--- config.mk ---
export PLATFORM = sky130hd
export DESIGN_NAME = and_serial16
export DESIGN_NICKNAME = d
export VERILOG_FILES = /design/src/rtl/and_serial16.sv
export SDC_FILE = /design/constraint.sdc
export NUM_CORES = 1
export LEC_CHECK = 0
export ABC_AREA = 1
export CORE_AREA = 2 2 98 100
export CTS_CLUSTER_DIAMETER = 60
export DETAILED_ROUTE_END_ITERATION = 8
export DIE_AREA = 0 0 100 102
export SYNTH_ARGS = -nofsm -noshare
export SYNTH_HDL_FRONTEND = slang
export SYNTH_SLANG_ARGS = --single-unit
--- constraint.sdc ---
create_clock -name clk -period 1.85 [get_ports clk]
set_input_delay 0.37 -clock clk [delete_from_list [all_inputs] [get_ports clk]]
set_output_delay 0.37 -clock clk [all_outputs]
set_load 0.1 [all_outputs]
--- src/rtl/and_serial16.sv ---
// Bit-serial bitwise AND with a valid/ready handshake on both sides.
// Each operand pair takes WIDTH SHIFT cycles, one bit per cycle, LSB first.
module and_serial16 #(
  parameter int unsigned WIDTH = 16
) (
  input  logic             clk,
  input  logic             rst_n,
  input  logic             in_valid,
  output logic             in_ready,
  input  logic [WIDTH-1:0] a,
  input  logic [WIDTH-1:0] b,
  output logic             out_valid,
  input  logic             out_ready,
  output logic [WIDTH-1:0] out
);

  localparam int unsigned CW = $clog2(WIDTH);
  localparam logic [CW-1:0] LastCnt = CW'(WIDTH - 1);

  typedef enum logic [1:0] {
    StIdle  = 2'd0,
    StShift = 2'd1,
    StDone  = 2'd2
  } state_e;

  state_e             state_q;
  logic [CW-1:0]      cnt_q;
  logic [WIDTH-1:0]   a_q;
  logic [WIDTH-1:0]   b_q;
  logic [WIDTH-2:0]   res_q;
  logic [WIDTH-1:0]   out_q;
  logic               out_valid_q;

  logic               bit_and;
  logic [WIDTH-1:0]   res_cat;

  // Single shared 1-bit AND; the new bit enters the partial result from the MSB end.
  always_comb begin
    bit_and = a_q[0] & b_q[0];
    res_cat = {bit_and, res_q};
  end

  always_ff @(posedge clk or negedge rst_n) begin
    if (!rst_n) begin
      state_q     <= StIdle;
      cnt_q       <= '0;
      a_q         <= '0;
      b_q         <= '0;
      res_q       <= '0;
      out_q       <= '0;
      out_valid_q <= 1'b0;
    end else begin
      unique case (state_q)
        StIdle: begin
          if (in_valid) begin
            a_q     <= a;
            b_q     <= b;
            cnt_q   <= '0;
            state_q <= StShift;
          end
        end
        StShift: begin
          a_q   <= a_q >> 1;
          b_q   <= b_q >> 1;
          res_q <= res_cat[WIDTH-1:1];
          if (cnt_q == LastCnt) begin
            // Final bit: publish the full result, which stays put until the next completion.
            cnt_q       <= '0;
            out_q       <= res_cat;
            out_valid_q <= 1'b1;
            state_q     <= StDone;
          end else begin
            cnt_q <= cnt_q + 1'b1;
          end
        end
        StDone: begin
          if (out_ready) begin
            out_valid_q <= 1'b0;
            state_q     <= StIdle;
          end
        end
        default: begin
          out_valid_q <= 1'b0;
          state_q     <= StIdle;
        end
      endcase
    end
  end

  assign in_ready  = (state_q == StIdle);
  assign out_valid = out_valid_q;
  assign out       = out_q;

endmodule
== After elaboration in Yosys (flattened, before gate mapping) ==
Index checks and enable logic that the tools add are counted.
Storage, ports and cells
  register bits after elaboration: 70
  logic and storage cells: 36
Operators by class
  multiplexer cells: 14
  equal/unequal tests: 6
  reductions and logical operators: 6
  $add $sub $neg: 1
  bitwise logic cells: 2
Operators with widths (count)
  $pmux 16 s2: 2
  $mux 16: 2
  $mux 4: 2
  $pmux 4 s2: 1
  $mux 2: 3
  $ne 2x2->1 const B: 3
  $pmux 2 s3: 1
  $reduce_and 3->1: 2
  $add 4x1->4 const B: 1
  $eq 4x4->1 const B: 1
  $reduce_and 2->1: 2
  $pmux 1 s3: 1
  $eq 2x1->1 const B: 1
  $eq 2x2->1 const B: 1
  $logic_not 2->1: 1
  $mux 1: 2
  $reduce_bool 2->1: 1
  $and 1x1->1: 1
  $not 1->1: 1

== Longest topological paths before layout ==
  depth in word-level cells: 3
  mapped depth: 8

== Worst setup path before layout ==
No wires, ideal clock.
  kind: reg-to-output
  start point: register state_q[0]
  end point: output in_ready
  data arrival time: 1.820 ns
  data required time: 1.480 ns
  cell stages (with the launch flop): 3
  setup slack: -0.340 ns
  cell sequence: dfrtp_1 buf_4 nor2_1
On the way
  cells in the longest elaborated chain, start to end: 1
Ends and longest elaborated chain
  start: declaration: RTL line 26  | state_e state_q;
  start signal: assignment: RTL line 45  | state_q <= StIdle;
  start signal: assignment: RTL line 59  | state_q <= StShift;
  start signal: assignment: RTL line 71  | state_q <= StDone;
  $logic_not 2->1: RTL line 90  | assign in_ready = (state_q == StIdle);
  end: declaration: RTL line 9  | output logic in_ready,
No other way between the ends.

== Worst setup path after layout ==
Same ends and word-level chain as after synthesis.

==> impl_metrics.ini <==
[run_status]
status = finished, final reports clean

[layout]
n_antenna_cell = 0
areaGrowthSynthToFinish_pct = 34.7
fin_nets = 479
nFillCells = 893
seq_area_mm2 = 0.00175
drive_gt1_share_pct = 11.6
multi_input_area_mm2 = 0.00109
fin_area_mm2 = 0.00422

[sta]
period_share_pct = 89.8
finalCriticalPeriod_ns = 1.66
worst_slew_pin_slew_ns = 0.472
finalWorstSetupSlack_ns = 0.189
hold_ws_ns = 0.483
setup_tns_ns = 0
relSlewSlack_pct = 68.5
final_hold_viol_count = 0
slew_viol_final = 0
rsz0062_at_grt = false
fmax_ghz = 0.602
setup_viol = 0
finClkSkew_ns = 0.0123

[setup_path]
cp_max_fo = 7
crit_arrival_ns = 1.29
ff2ff_path_depth = 6
setup.worst_path.start_class = flip-flop
r2r-start = cnt_q[0]$_DFFE_PN0P_
crit_type = reg -> out
r2r-end = out[6]$_DFFE_PN0P_
end_kind = primary output
required_ns = 1.48
r2r_slack_ns = 0.32

[clock_network]
cts.sinks = 70
worstSkewPairLatency_ns = 0.36
htree_levels = 3
cts_buffer_depth = 2
numCtsBuffers = 9
postCtsSetupBuffers = 0
cts_hold_buf = 1
path_clk_slew_ns = 0.08
cts_resized = 0
cts_tree = yes
cts_root_buf = clkbuf_8

[placed_design]
dpl-instance-area_mm2 = 0.00394
dp_hpwl_um = 4230
dp_worst_setup_slack_ns = 0.155
io_buffers = 53
gp_congestion = 0.746

[yosys]
synth-seq-cells = 70
synthCells = 388
synth_area_leaders = dfrtp_1, nand2_1, o21ai_1
ys.warnings.count = 0
synth_area_per_cell_um2 = 8.07
netlist.area_leader.share_pct = 55.9
ys_seq_area_share_pct = 55.9
synth_top_area_cell = dfrtp_1
synth_cell_type_count = 20
netlist_area_mm2 = 0.00313
synth_fp_nets = 425

[global_routing]
grt_overflow = 0
antenna_found_initial = 0
grt_pass1_vias = 2388
grt_pass1_wl_um = 10600
grt_max_degree = 55
grt_util_all_layers_pct = 13.3

[drt]
first_iter_violations = 136
via_per_inst = 4.52
drc = 0
wl_per_cell_um = 11.0
dr.pass1.iters = 4
num_vias = 2521
ant_nets = 0
routed_wl_um = 6150

[hold_path]
hp-class = reg -> reg
worst_hold_path.endpoint = out[0]$_DFFE_PN0P_
holdPathStages = 2
holdCritStartpoint = res_q[0]$_DFFE_PN0P_

[flow_run]
maxCapViolCount = 0

[floorplan]
die_x_um = 100
start_util_pct = 34.4
rows = 35
dieArea_mm2 = 0.0102
die_h_um = 102
core_area_mm2 = 0.00911
ioPinCount = 54

[power_and_ir_drop]
powerDensity_mw_per_mm2 = 1910
finalPower_mw = 8.05
ir_drop_v = 0.000740
p_leak_nw = 2.12
==> Yosys cell counts <==
| library cell | instances |
|---|---|
| inv_2 | 2 |
| dfrtp_1 | 70 |
| inv_4 | 1 |
| nand2_1 | 154 |
| buf_4 | 4 |
| o21ai_1 | 39 |
| nand4_1 | 1 |
| nor2_1 | 31 |
| nand3_1 | 6 |
| nor2_2 | 2 |
| nand2_4 | 2 |
| nand2_2 | 1 |
| ha_1 | 1 |
| nand3b_1 | 1 |
| buf_6 | 5 |
| buf_2 | 9 |
| o21ai_0 | 17 |
| inv_1 | 40 |
| or2_2 | 1 |
| o21a_1 | 1 |
==> flip-flops by register name, summed over array words and instances, names as in the netlist <==
name and count:
out 16, a_q 16, res_q 15, out_valid 1, state_q 2, b_q 16
cnt_q 4
==> layer usage <==
| metal | share of wire (%) | vias to the layer above | track usage, % |
|---|---|---|---|
| li1 | - | 1296 | - |
| met3 | 5.4 | 10 | 3.08 |
| met2 | 46 | 77 | 21.7 |
| met5 | 0 | - | 0 |
| met4 | 1.9 | 0 | 6.64 |
| met1 | 47 | 1138 | 16.8 |
==> worst max-delay path, stage by stage, from the launching register on <==
cell and delay, ns:
dfrtp_1 0.49, nor2_2 0.24, buf_12 0.20
==> cell usage in the layout (no fill, tap or decap) <==
cell type,netlist,layout
nand2_1,154,154
dfrtp_1,70,70
inv_1,40,40
o21ai_1,39,39
clkdlybuf4s50_1,0,34
nor2_1,31,30
buf_12,0,21
o21ai_0,17,17
clkbuf_8,0,10
nand3_1,6,6
bufinv_16,0,4
buf_4,4,4
nor2_2,2,3
inv_2,2,2
nand2_4,2,2
inv_4,1,1
or2_2,1,1
nand2_2,1,1
nand3b_1,1,1
o21a_1,1,1
nand4_1,1,1
ha_1,1,1
clkinv_2,0,1
clkinvlp_4,0,1
dlygate4sd3_1,0,1
buf_2,9,1
==> logic make-up (layout without fill, tap and decap cells) <==
group / after synthesis / after routing / synth area share, %
compound gates: 57 / 57 / 9.19
fa+ha+maj: 1 / 1 / 0.399
buf+inv: 61 / 120 / 9.42
flops: 70 / 70 / 55.9
simple gates: 199 / 199 / 25.1
==> metrics by stage <==
step / std cells / util, %
global placement: 541 / 43.2
finish: 558 / 46.3
detailed placement: 541 / 43.2
floorplan: 388 / -
CTS: 558 / 46.3
global route: 558 / 46.3
==> power breakdown <==
group / internal [mW] / switching [mW] / leakage (nW)
combinational: 1.34 / 2.35 / 1.10
sequential: 2.22 / 0.484 / 0.883
clock: 1.07 / 0.587 / 0.132
==> layout make-up <==
class / count / area share [%]
Inverter: 43 / 3.88
Clock buffer: 10 / 3.26
Clock inverter: 6 / 3.14
Multi-Input combinational cell: 257 / 25.8
Timing Repair Buffer: 61 / 19.1
Sequential cell: 70 / 41.5
Tap cell: 111 / 3.29
==> worst max-delay path by stage <==
stage | startpoint | end | slack (ns) | cells after the start
after floorplan | state_q[0]$_DFFE_PN0P_ | in_ready | 0.14 | 2
after global placement | in_valid | b_q[6]$_DFFE_PN0P_ | 0.21 | 6
after detailed placement | in_valid | b_q[1]$_DFFE_PN0P_ | 0.16 | 6
after CTS | state_q[0]$_DFFE_PN0P_ | in_ready | 0.16 | 2
after global routing | state_q[0]$_DFFE_PN0P_ | in_ready | 0.13 | 2
final | state_q[0]$_DFFE_PN0P_ | in_ready | 0.19 | 2
No activity file was read; power rests on OpenSTA's default activity.
